## src/rtl/prog_loader_if.sv

```systemverilog
// Program-memory write port and boot status seen by the GCD processor.
// The loader drives it as master; the processor side and the bench observe it as slave.
interface prog_loader_if;
  logic       mem_we;
  logic [7:0] mem_addr;
  logic [3:0] mem_din;
  logic       cpu_hold;
  logic       busy;
  logic       load_done;
  logic       load_err;

  modport master (
    output mem_we,
    output mem_addr,
    output mem_din,
    output cpu_hold,
    output busy,
    output load_done,
    output load_err
  );

  modport slave (
    input mem_we,
    input mem_addr,
    input mem_din,
    input cpu_hold,
    input busy,
    input load_done,
    input load_err
  );
endinterface

```

## src/rtl/prog_loader.sv

```systemverilog
// UART (8N1) boot loader: receives SYNC,LEN,data,CHK frames and writes nibbles into the
// 256x4 program memory, holding the processor until a checksum-valid image has loaded.
module prog_loader #(
  parameter int         CLKS_PER_BIT   = 434,
  parameter logic [7:0] SYNC_BYTE      = 8'hA5,
  parameter int         TIMEOUT_CYCLES = 100000
) (
  input  logic          clk,
  input  logic          rst,
  input  logic          rx,
  prog_loader_if.master bus
);

  localparam int CNT_W = $clog2(CLKS_PER_BIT);
  localparam int TMO_W = $clog2(TIMEOUT_CYCLES + 1);

  localparam logic [CNT_W-1:0] BIT_LAST  = CNT_W'(CLKS_PER_BIT - 1);
  localparam logic [CNT_W-1:0] HALF_LAST = CNT_W'(CLKS_PER_BIT / 2 - 1);
  localparam logic [TMO_W-1:0] TMO_LAST  = TMO_W'(TIMEOUT_CYCLES - 1);

  localparam logic [1:0] U_IDLE  = 2'd0;
  localparam logic [1:0] U_START = 2'd1;
  localparam logic [1:0] U_DATA  = 2'd2;
  localparam logic [1:0] U_STOP  = 2'd3;

  localparam logic [2:0] S_IDLE  = 3'd0;
  localparam logic [2:0] S_LEN   = 3'd1;
  localparam logic [2:0] S_DATA  = 3'd2;
  localparam logic [2:0] S_WR_LO = 3'd3;
  localparam logic [2:0] S_WR_HI = 3'd4;
  localparam logic [2:0] S_CHK   = 3'd5;
  localparam logic [2:0] S_DONE  = 3'd6;
  localparam logic [2:0] S_ERR   = 3'd7;

  logic             r_rx_s1;
  logic             r_rx_s2;
  logic             r_rx_s3;
  logic [1:0]       r_ustate;
  logic [CNT_W-1:0] r_ucnt;
  logic [2:0]       r_bit_idx;
  logic [7:0]       r_shift;
  logic             r_byte_stb;
  logic             r_ferr_stb;
  logic [7:0]       r_byte;

  logic [2:0]       r_state;
  logic [8:0]       r_rem;
  logic [7:0]       r_xor;
  logic [7:0]       r_data;
  logic [7:0]       r_addr;
  logic             r_hold;
  logic             r_busy;
  logic             r_done;
  logic             r_err;
  logic [TMO_W-1:0] r_tmo;

  logic             w_rx_fall;
  logic             w_tmo_state;
  logic             w_timeout;
  logic             w_abort;

  // r_rx_s3 is only a delayed copy of the synchronised line, used for edge detection
  assign w_rx_fall = r_rx_s3 & ~r_rx_s2;

  // ---- UART receiver: sync, start validation, bit-centre sampling ----
  always_ff @(posedge clk) begin
    if (rst) begin
      r_rx_s1    <= 1'b1;
      r_rx_s2    <= 1'b1;
      r_rx_s3    <= 1'b1;
      r_ustate   <= U_IDLE;
      r_ucnt     <= '0;
      r_bit_idx  <= '0;
      r_shift    <= '0;
      r_byte_stb <= 1'b0;
      r_ferr_stb <= 1'b0;
      r_byte     <= '0;
    end else begin
      r_rx_s1    <= rx;
      r_rx_s2    <= r_rx_s1;
      r_rx_s3    <= r_rx_s2;
      r_byte_stb <= 1'b0;
      r_ferr_stb <= 1'b0;
      case (r_ustate)
        U_IDLE: begin
          r_ucnt <= '0;
          if (w_rx_fall) r_ustate <= U_START;
        end
        U_START: begin
          if (r_ucnt == HALF_LAST) begin
            r_ucnt    <= '0;
            r_bit_idx <= '0;
            // a start that is high again at half-bit was a glitch
            r_ustate  <= r_rx_s2 ? U_IDLE : U_DATA;
          end else begin
            r_ucnt <= r_ucnt + 1'b1;
          end
        end
        U_DATA: begin
          if (r_ucnt == BIT_LAST) begin
            r_ucnt  <= '0;
            r_shift <= {r_rx_s2, r_shift[7:1]};
            if (r_bit_idx == 3'd7) r_ustate <= U_STOP;
            else                   r_bit_idx <= r_bit_idx + 1'b1;
          end else begin
            r_ucnt <= r_ucnt + 1'b1;
          end
        end
        default: begin
          if (r_ucnt == BIT_LAST) begin
            r_ucnt   <= '0;
            r_ustate <= U_IDLE;
            if (r_rx_s2) begin
              r_byte_stb <= 1'b1;
              r_byte     <= r_shift;
            end else begin
              r_ferr_stb <= 1'b1;
            end
          end else begin
            r_ucnt <= r_ucnt + 1'b1;
          end
        end
      endcase
    end
  end

  assign w_tmo_state = (r_state == S_LEN) || (r_state == S_DATA) || (r_state == S_CHK);
  assign w_timeout   = w_tmo_state && !r_byte_stb && !r_ferr_stb && (r_tmo == TMO_LAST);
  assign w_abort     = r_ferr_stb || w_timeout;

  // ---- frame FSM: header, nibble writes, checksum, status ----
  always_ff @(posedge clk) begin
    if (rst) begin
      r_state <= S_IDLE;
      r_rem   <= '0;
      r_xor   <= '0;
      r_data  <= '0;
      r_addr  <= '0;
      r_hold  <= 1'b1;
      r_busy  <= 1'b0;
      r_done  <= 1'b0;
      r_err   <= 1'b0;
      r_tmo   <= '0;
    end else begin
      if (!w_tmo_state || r_byte_stb || r_ferr_stb) r_tmo <= '0;
      else                                          r_tmo <= r_tmo + 1'b1;

      case (r_state)
        S_IDLE: begin
          if (r_byte_stb && (r_byte == SYNC_BYTE)) begin
            r_hold  <= 1'b1;
            r_done  <= 1'b0;
            r_err   <= 1'b0;
            r_busy  <= 1'b1;
            r_addr  <= '0;
            r_xor   <= '0;
            r_state <= S_LEN;
          end
        end
        S_LEN: begin
          if (w_abort) begin
            r_state <= S_ERR;
          end else if (r_byte_stb) begin
            // LEN of zero encodes a full 256-nibble image
            r_rem   <= {(r_byte == 8'd0), r_byte};
            r_state <= S_DATA;
          end
        end
        S_DATA: begin
          if (w_abort) begin
            r_state <= S_ERR;
          end else if (r_byte_stb) begin
            r_xor   <= r_xor ^ r_byte;
            r_data  <= r_byte;
            r_state <= S_WR_LO;
          end
        end
        S_WR_LO: begin
          r_rem   <= r_rem - 1'b1;
          r_addr  <= r_addr + 1'b1;
          r_state <= (r_rem == 9'd1) ? S_CHK : S_WR_HI;
        end
        S_WR_HI: begin
          r_rem   <= r_rem - 1'b1;
          r_addr  <= r_addr + 1'b1;
          r_state <= (r_rem == 9'd1) ? S_CHK : S_DATA;
        end
        S_CHK: begin
          if (w_abort) begin
            r_state <= S_ERR;
          end else if (r_byte_stb) begin
            r_state <= (r_byte == r_xor) ? S_DONE : S_ERR;
          end
        end
        S_DONE: begin
          r_done  <= 1'b1;
          r_busy  <= 1'b0;
          r_hold  <= 1'b0;
          r_addr  <= '0;
          r_state <= S_IDLE;
        end
        default: begin
          // already-written nibbles stay; cpu_hold keeps the bad image from running
          r_err   <= 1'b1;
          r_busy  <= 1'b0;
          r_state <= S_IDLE;
        end
      endcase
    end
  end

  assign bus.mem_we    = (r_state == S_WR_LO) || (r_state == S_WR_HI);
  assign bus.mem_addr  = r_addr;
  assign bus.mem_din   = (r_state == S_WR_HI) ? r_data[7:4] : r_data[3:0];
  assign bus.cpu_hold  = r_hold;
  assign bus.busy      = r_busy;
  assign bus.load_done = r_done;
  assign bus.load_err  = r_err;

endmodule

```

## src/flat_wrapper.sv

```systemverilog
// flat-port wrapper written by rule: the top's interface ports become plain ports
module prog_loader_flat 
#(
  parameter int         CLKS_PER_BIT   = 434,
  parameter logic [7:0] SYNC_BYTE      = 8'hA5,
  parameter int         TIMEOUT_CYCLES = 100000
)
  (clk, rst, rx, bus_mem_we, bus_mem_addr, bus_mem_din, bus_cpu_hold, bus_busy, bus_load_done, bus_load_err);
  prog_loader_if bus_i ();
  input  logic clk;
  input  logic rst;
  input  logic rx;
  output wire logic [$bits(bus_i.mem_we)-1:0] bus_mem_we;
  output wire logic [$bits(bus_i.mem_addr)-1:0] bus_mem_addr;
  output wire logic [$bits(bus_i.mem_din)-1:0] bus_mem_din;
  output wire logic [$bits(bus_i.cpu_hold)-1:0] bus_cpu_hold;
  output wire logic [$bits(bus_i.busy)-1:0] bus_busy;
  output wire logic [$bits(bus_i.load_done)-1:0] bus_load_done;
  output wire logic [$bits(bus_i.load_err)-1:0] bus_load_err;
  assign bus_mem_we = bus_i.mem_we;
  assign bus_mem_addr = bus_i.mem_addr;
  assign bus_mem_din = bus_i.mem_din;
  assign bus_cpu_hold = bus_i.cpu_hold;
  assign bus_busy = bus_i.busy;
  assign bus_load_done = bus_i.load_done;
  assign bus_load_err = bus_i.load_err;
  prog_loader #(.CLKS_PER_BIT(CLKS_PER_BIT), .SYNC_BYTE(SYNC_BYTE), .TIMEOUT_CYCLES(TIMEOUT_CYCLES)) u_core (.clk(clk), .rst(rst), .rx(rx), .bus(bus_i));
endmodule
```

## config.mk

```make
export PLATFORM = sky130hd
export DESIGN_NAME = prog_loader_flat
export DESIGN_NICKNAME = d
export VERILOG_FILES = /design/src/rtl/prog_loader_if.sv /design/src/rtl/prog_loader.sv /design/src/flat_wrapper.sv
export SDC_FILE = /design/constraint.sdc
export NUM_CORES = 1
export LEC_CHECK = 0
export CAP_MARGIN = 10
export CORE_ASPECT_RATIO = 1.75
export CORE_MARGIN = 2
export CORE_UTILIZATION = 40
export DETAILED_ROUTE_END_ITERATION = 7
export GPL_ROUTABILITY_DRIVEN = 0
export PLACE_DENSITY_LB_ADDON = 0.05
export SLEW_MARGIN = 5
export SYNTH_ARGS = -nofsm -noshare
export SYNTH_HDL_FRONTEND = slang
export SYNTH_SLANG_ARGS = --single-unit
```

## constraint.sdc

```tcl
create_clock -name clk -period 2.7 [get_ports clk]
set_input_delay 0.54 -clock clk [delete_from_list [all_inputs] [get_ports clk]]
set_output_delay 0.54 -clock clk [all_outputs]
set_load 0.01 [all_outputs]
```

After elaboration in Yosys (flattened, before gate mapping)
Index checks and enable logic that the tools add are counted.

word-level totals
  bits of input ports = 3
  word-level logic and storage cells = 143
  flip-flop bits (word level) = 92

cells by class
  reduce and logical (&&, ||, !) cells = 40
  bitwise operators = 8
  eq/ne operators = 28
  add/subtract/negate cells = 5
  mux-type cells = 42

operators by type and width
  operator                                               count
  2-to-1 mux 9 bit                                       4
  case mux 9 bit (2 select lines)                        2
  2-to-1 mux 3 bit                                       11
  2-to-1 mux 8 bit                                       3
  case mux 8 bit (3 select lines)                        1
  case mux 3 bit (6 select lines)                        1
  adder 17 x 1 -> 17 bit, second input constant          1
  == test 17 bit, second input constant                  1
  case mux 8 bit (2 select lines)                        1
  inequality test 2 x 1 -> 1 bit, second input constant  7
  == test 3 bit, second input constant                   4
  2-to-1 mux 2 bit                                       6
  AND reduction 4 bit                                    3
  AND reduction 2 bit                                    5
  OR reduction 5 bit                                     2
  adder 9 x 1 -> 9 bit, second input constant            1
  == test 9 x 1 -> 1 bit, second input constant          1
  == test 9 x 8 -> 1 bit, second input constant          1
  == test 9 bit, second input constant                   1
  inequality test 3 x 1 -> 1 bit, second input constant  3
  AND reduction 3 bit                                    3
  subtractor 9 x 1 -> 9 bit, second input constant       1
  adder 8 x 1 -> 8 bit, second input constant            1
  == test 8 bit                                          1
  other kinds (27)                                       58

Depth between registers and ports, before layout
Gate-level depths: netlist of run 1.

  depth in word-level cells = 9
  mapped depth = 9
  mapped depth without buffers = 7

Least setup slack after synthesis of run 1
OpenSTA, ideal clock, no wires.

  kind = reg-to-output
  from = register u_core.r_state[2]
  to = output port bus_mem_we
  cell stages (with the launch flop) = 7
  arrival = 1,516 ps
  slack = 644 ps
  cell sequence = dfxtp_1 > clkbuf_2 > or3b_2 > buf_2 > and2_1 > inv_1 > buf_2

on the way
  cells in the longest elaborated chain, start to end = 2
  elaborated cells between the ends (all ways) = 3

RTL lines
  item                                                            line                RTL
  from (decl)                                                     prog_loader.sv:46   logic [2:0] r_state;
  from (signal assigned)                                          prog_loader.sv:181  r_state <= (r_rem == 9'd1) ? S_CHK : S_WR_HI;
  from (signal assigned)                                          prog_loader.sv:186  r_state <= (r_rem == 9'd1) ? S_CHK : S_DATA;
  from (signal assigned)                                          prog_loader.sv:192  r_state <= (r_byte == r_xor) ? S_DONE : S_ERR;
  == test 3 x 2 -> 1 bit / == test 3 bit (equally long branches)  prog_loader.sv:212  assign bus.mem_we = (r_state == S_WR_LO) || (r_state == S_WR_HI);
  logical OR 1 bit (*)                                            prog_loader.sv:212
  to (decl)                                                       flat_wrapper.sv:13  output wire logic [$bits(bus_i.mem_we)-1:0] bus_mem_we;

Every way passes the cells marked *; elsewhere a longest branch is shown, timed or not.

Worst setup path in the final report of run 1
  from = register u_core.r_state[0]
  to = output port bus_mem_din[0]

on the way
  cells in the longest elaborated chain, start to end = 2

RTL lines
  item              line                RTL
  == test 3 bit     prog_loader.sv:214  assign bus.mem_din = (r_state == S_WR_HI) ? r_data[7:4] : r_data[3:0];
  2-to-1 mux 4 bit  prog_loader.sv:214
  to (decl)         flat_wrapper.sv:15  output wire logic [$bits(bus_i.mem_din)-1:0] bus_mem_din;

Every way passes these cells.

==> impl_metrics.csv, run 1 <==
group,metric,value,unit
status,status,"completed",
cts,holdBufCountCts,0,
final_layout,syn_to_final_growth,14.5,%
synthesis,synth_cell_types,50,
synthesis,yosys_warnings,0,
floorplanning,die-area,11700,sq um
cts,root_buffer,"clkbuf_16",
floorplanning,die_x,82.8,microns
critical_path,cp_cell_sequence,"or3b_2 -> mux2_2 -> clkdlybuf4s50_1",
cts,cts_htree_levels,3,
critical_path,slowest_delay,610,ps
critical_path,worstPathRequired,2160,ps
cts,postCtsSetupRepairBufs,0,
synthesis,ys_seq_elements,92,
sta,final.setup.tns,0,ps
power,peakVddDrop,0.000391,V
synthesis,synthCells,518,
synthesis,syn_nets,531,
synthesis,synth-edff-count,0,
critical_path,cpMaxStageDelayCell,"or3b_2",
detailed_routing,via_per_inst,5.38,
synthesis,synth_top_area_share,42.4,%
synthesis,synthTopCellsByArea,"dfxtp_1 42%, nor2_1 6.7%, xor2_1 5.4%",
sta,finalCriticalPeriod,2600,ps
final_layout,final_cells,665,
detailed_routing,via_count,3580,
final_layout,fin_nets,544,
synthesis,synth-main-ff-cell,"dfxtp_1",
place,io_buffers,19,
sta,fin_crit_sh,96.4,%
detailed_routing,wl_per_cell,14.4,microns
global_route,grt_pass1_wl,16.5,mm
place,placed_cells,650,
critical_path,regToRegSetupSlack,470,ps
global_route,antenna_found_initial,0,
final_layout,diodes,0,
synthesis,synth_largest_area_cell,"dfxtp_1",
cts,post_cts_resized,0,
sta,slew_violations,0,
cts,cts_sinks,92,
detailed_routing,drt_iter0_drc,163,
sta,setup_viol,0,
cts,cts-buffers-inserted,9,
sta,skew,6.46,ps
critical_path,rr_startpoint,"u_core.r_byte[3]",
final_layout,fillers,1122,
sta,max_freq,384,MHz
power,p_per_area,552,nW/um^2
worst_hold_path,min_to,"u_core.r_rx_s2",
final_layout,layout_commonest_cell,"dfxtp_1",
floorplanning,core-area,10600,sq um
power,p_sw_share,19.9,%
cts,clkTransAtPathRegs,70,ps
sta,hold_violations,0,
floorplanning,row_count,50,
sta,worstMarginPinSlew,718,ps
power,combPwrFrac,1.2,%
power,switching_power,0.548,mW
job,maxCapViolations,0,
detailed_routing,drtPass1Iterations,6,
power,p_int,2.20,mW
sta,rsz0062_at_grt,"no",
synthesis,synth_area,4350,sq um
cts,clockBufferDepth,2,
final_layout,multi_input_area,2340,sq um
power,p_seq_share,49.6,%
critical_path,critPathMaxFanout,10,
global_route,grt_usage,17.1,%
global_route,grt_pass1_vias,3554,
critical_path,crit_type,"flip-flop to output port",
floorplanning,pin_count,20,
synthesis,yosysSeqAreaShare,42.4,%
power,clockPowerShare,49.2,%
worst_hold_path,worst_hold_startpoint,"u_core.r_rx_s1",
final_layout,postLayoutCoreUtil,46.8,%
floorplanning,die_y,142,microns
global_route,overflow,0,
final_layout,drive_gt1_share,9.35,%
detailed_routing,ant_nets,0,
worst_hold_path,worstHoldPathType,"flip-flop to flip-flop",
detailed_routing,routed_wl,9.60,mm
final_layout,seqCellArea,1840,sq um
synthesis,synthArstFlopShare,0,%
critical_path,cp.arrival,2060,ps
place,hpwl,6.92,mm
critical_path,rr_endpoint,"u_core.bus.mem_addr[6]",
floorplanning,start_util,40.9,%
worst_hold_path,worstHoldPathCells,1,
final_layout,final_cell_mix,"92 x dfxtp_1, 78 x nor2_1, 44 x a21oi_1",
critical_path,reg2reg_depth,5,
sta,relSlewSlack,52.1,%
cts,clk_latency,340,ps
cts,cts_tree,"built",
synthesis,syn_area_per_cell,8.39,sq um
global_route,grt_max_degree,35,
critical_path,cp-end-kind,"output port",
detailed_routing,drc,0,
power,power_leakage,1.73,nW
critical_path,cp-start-kind,"flip-flop",
[per-stage QoR]
| stage | setup WS (ps) | instance area (sq um) | hold WS (ps) | total power, mW |
|---|---|---|---|---|
| after floorplan | 644 | 4350 | 389 | 1.42 |
| after global placement | 419 | 4660 | 392 | 1.43 |
| after detailed placement | 428 | 4660 | 399 | 1.43 |
| after CTS | 75.1 | 4980 | 416 | 2.79 |
| after global routing | 26.4 | 4980 | 436 | 2.83 |
| final | 98.0 | 4980 | 414 | 2.75 |
[flip-flops by register name (all words and copies together), names as in the netlist, 2 cells and up]
register / cells
u_core.r_state: 3
u_core.r_rem: 9
u_core.r_bit_idx: 3
u_core.r_ucnt: 9
u_core.r_ustate: 2
u_core.r_byte: 8
u_core.bus.mem_addr: 8
u_core.r_shift: 8
u_core.r_data: 8
u_core.r_tmo: 17
u_core.r_xor: 8
[layout make-up]
cell class	instances	area share (%)
multi-input cells	385	47.1
flip-flops and latches	92	37.0
repair buffers	29	5.23
clock buffers	11	4.88
well taps	130	3.27
clock inverters	4	1.48
inverters	14	1.06
[cell usage after synthesis (10+ instances only)]
cell type,instances
a21oi_1,44
clkbuf_1,22
dfxtp_1,92
ha_1,10
inv_1,14
mux2i_1,18
nand2_1,37
nand3_1,16
nor2_1,78
nor3_1,13
o21ai_0,30
or2_2,11
xor2_1,27
[cells by family (layout without fill, tap and decap cells)]
group,after synthesis,count (layout),synth area share (%)
AOI/OAI and AO/OA,101,101,13.3
buffers and inverters,41,58,3.68
xor gates and xnor gates,34,34,6.85
muxes,23,23,5.44
DFF,92,92,42.4
and+or+nand+nor,217,217,25.4
adders and majority gates,10,10,2.88
[power groups by stage]
stage | Sequential, mW | Combinational [mW] | Clock, mW
global route | 1.36 | 0.0379 | 1.43
finish | 1.36 | 0.0331 | 1.35
global placement | 1.40 | 0.0341 | 0
CTS | 1.36 | 0.0339 | 1.39
detailed placement | 1.40 | 0.0339 | 0
floorplan | 1.39 | 0.0259 | 0
[worst max path at each step]
stage	start	endpoint
detailed placement	u_core.r_byte[3]	u_core.bus.mem_addr[6]
finish	u_core.r_state[0]	bus_mem_din[0]
global placement	u_core.r_byte[3]	u_core.bus.mem_addr[7]
global route	u_core.r_state[2]	bus_mem_we
floorplan	u_core.r_state[2]	bus_mem_we
CTS	u_core.r_state[0]	bus_mem_din[0]
[layer usage]
layer  GRT usage, %  up-vias  share of wire (%)
met5              0        -                  0
met4           7.25        0                1.9
met3           2.44       11                1.4
met2           32.7       23                 54
met1           18.5     1718                 42
li1               -     1828                  -
[worst max-delay path: cells and delay by family (launching register included)]
family | cells | cell delay (ps)
muxes | 1 | 280
DFF | 1 | 310
buffers and inverters | 1 | 520
and+or+nand+nor | 1 | 610
No activity file was read; power rests on OpenSTA's default activity.
==> inputs of run 2 (changes only) <==
Settings changed: ABC_AREA from default to 1.
Clock period 2.7 ns to 2.4 ns, I/O delays scaled along.
==> run 2 against run 1 <==
Against the previous run:
- via count rose by 7.9%
- area after synthesis increased by 2.7%
- die area increased by 2.6%
- wire length rose by 5.2%
- sequential share of layout area decreased by 0.85 points
- first-iteration DRC count down 10%
- highest routed layer unchanged
==> impl_metrics.csv, run 2 <==
group,metric,value,unit
sta,max_freq,431,MHz
detailed_routing,via_per_inst,4.98,
floorplanning,die_x,83.9,microns
sta,rsz0062_at_grt,"no",
synthesis,netlist_top_cells_count,"140 x nand2_1, 92 x dfxtp_1, 77 x inv_1, 68 x nor2_1, 57 x a21oi_1",
final_layout,drive_gt1_share,10.6,%
detailed_routing,drc,0,
synthesis,syn_area_per_cell,7.20,sq um
final_layout,postLayoutCoreUtil,46.5,%
sta,final.setup.tns,0,ps
global_route,grt_pass1_vias,3768,
critical_path,worstPathRequired,1920,ps
synthesis,synth_area,4460,sq um
power,totalPowerFinal,3.46,mW
final_layout,diodes,0,
place,dpl_cell_area,4760,sq um
sta,hold_violations,0,
final_layout,fin_area,5100,sq um
sta,skew,7.06,ps
power,power_leakage,1.95,nW
sta,worstMarginPinSlew,575,ps
sta,fin_crit_sh,96.7,%
synthesis,synth-edff-count,0,
final_layout,largest_reg_flops,17,
cts,root_buffer,"clkbuf_16",
status,status,"completed",
final_layout,largestRegisters,"u_core.r_tmo x17, u_core.r_rem x9, u_core.r_ucnt x9",
critical_path,crit_type,"flip-flop to output port",
power,p_per_area,679,nW/um^2
final_layout,fillers,1129,
global_route,grt_max_degree,36,
cts,cts-buffers-inserted,9,
cts,postCtsSetupRepairBufs,0,
cts,clkTransAtPathRegs,60,ps
synthesis,synthCells,620,
sta,relSlewSlack,61.5,%
synthesis,synth-main-ff-cell,"dfxtp_1",
cts,clk_latency,340,ps
cts,clockBufferDepth,2,
final_layout,top_register,"u_core.r_tmo",
sta,slew_violations,0,
cts,post_cts_resized,1,
floorplanning,die_y,144,microns
detailed_routing,routed_wl,10.1,mm
detailed_routing,drt_iter0_drc,146,
place,io_buffers,19,
detailed_routing,wl_per_cell,13.0,microns
synthesis,synth_top_area_share,41.3,%
cts,holdBufCountCts,0,
synthesis,ys_seq_elements,92,
worst_hold_path,worstHoldPathType,"flip-flop to flip-flop",
global_route,grt_pass1_wl,17.2,mm
place,hpwl,7.41,mm
detailed_routing,drtPass1Iterations,5,
job,maxCapViolations,0,
critical_path,critPathMaxFanout,8,
floorplanning,start_util,40.7,%
floorplanning,core-area,11000,sq um
floorplanning,die-area,12100,sq um
cts,cts_htree_levels,3,
synthesis,synth_cell_types,43,
global_route,overflow,0,
synthesis,syn_nets,633,
critical_path,regToRegSetupSlack,480,ps
cts,cts_sinks,92,
final_layout,final_cell_mix,"140 x nand2_1, 91 x dfxtp_1, 77 x inv_1",
sta,finalCriticalPeriod,2320,ps
final_layout,syn_to_final_growth,14.2,%
synthesis,synth.most_common_cell,"nand2_1",
critical_path,cp-start-kind,"flip-flop",
detailed_routing,via_count,3864,
detailed_routing,ant_nets,0,
global_route,grt_usage,17.9,%
synthesis,synthArstFlopShare,0,%
final_layout,fin_nets,653,
critical_path,cp.arrival,1840,ps
synthesis,synthTopCellsByArea,"dfxtp_1 41%, nand2_1 12%, inv_1 6.5%",
synthesis,synth_largest_area_cell,"dfxtp_1",
floorplanning,row_count,51,
global_route,antenna_found_initial,0,
cts,cts_tree,"built",
final_layout,layout_commonest_cell,"nand2_1",
synthesis,yosys_warnings,0,
sta,setup_viol,0,
critical_path,cp-end-kind,"output port",
floorplanning,pin_count,20,
power,peakVddDrop,0.000372,V
synthesis,yosysSeqAreaShare,41.3,%
==> run 2: cell count changes after synthesis, sizes merged, moves of 8 or more <==
cell	previous run	this run
inv	14	82
o21ai	31	39
clkbuf	23	6
nand2	37	142
mux2i	18	0
xor2	27	10
a21oi	44	63
==> run 2: per-layer routing <==
layer	share of wire (%)	GRT usage [%]	vias to the layer above
li1	-	-	2037
met1	42	18.1	1773
met2	54	34.5	38
met3	2.3	2.87	16
met4	2.3	9.17	0
met5	0	0	-
==> run 2: final timing paths <==
kind | start | end | cells after the start
setup / recovery | u_core.r_state[0] | bus_mem_din[0] | 4
hold / removal | u_core.r_rx_s1 | u_core.r_rx_s2 | 1
setup reg to reg | u_core.r_state[0] | u_core.bus.mem_addr[7] | 10
hold reg to reg | u_core.r_rx_s1 | u_core.r_rx_s2 | 1
==> run 2: metrics by stage <==
step           hold WS, ps  worst slack, ps  cells
2_1_floorplan          389              848    620
3_3_place_gp           395              330    761
3_5_place_dp           403              316    761
4_1_cts                420             5.49    776
5_1_grt                453             12.7    776
6_report               417             78.4    776
==> run 2: power by group <==
part	internal [mW]	switching, mW	leakage (nW)	total [mW]
Combinational	0.0946	0.221	1.05	0.316
Clock	0.968	0.584	0.159	1.55
Sequential	1.56	0.0369	0.742	1.59
==> run 2: cells by family (layout without fill, tap and decap cells) <==
| logic type | after synthesis | count (layout) | synth area share, % |
|---|---|---|---|
| AND/OR/NAND/NOR | 285 | 285 | 28.4 |
| AO/OA/AOI/OAI | 118 | 118 | 15.0 |
| buffers and inverters | 100 | 124 | 9.39 |
| flip-flops | 92 | 92 | 41.3 |
| XOR/XNOR | 12 | 12 | 2.35 |
| adder cells (fa/ha/maj) | 10 | 10 | 2.80 |
| multiplexers | 3 | 3 | 0.757 |
==> run 2: area by class of cell <==
type	count	area [sq um]	area share [%]
Clock buffer	12	256	5.03
Clock inverter	3	68.8	1.35
Inverter	83	313	6.13
Multi-Input combinational cell	428	2210	43.3
Sequential cell	92	1840	36.1
Tap cell	132	165	3.24
Timing Repair Buffer	26	243	4.76
==> run 2: critical path, stage by stage (launching register included) <==
cell and delay [ps]:
dfxtp_1 440, inv_2 80, nand3_4 150, mux2_2 360
clkdlybuf4s50_1 470
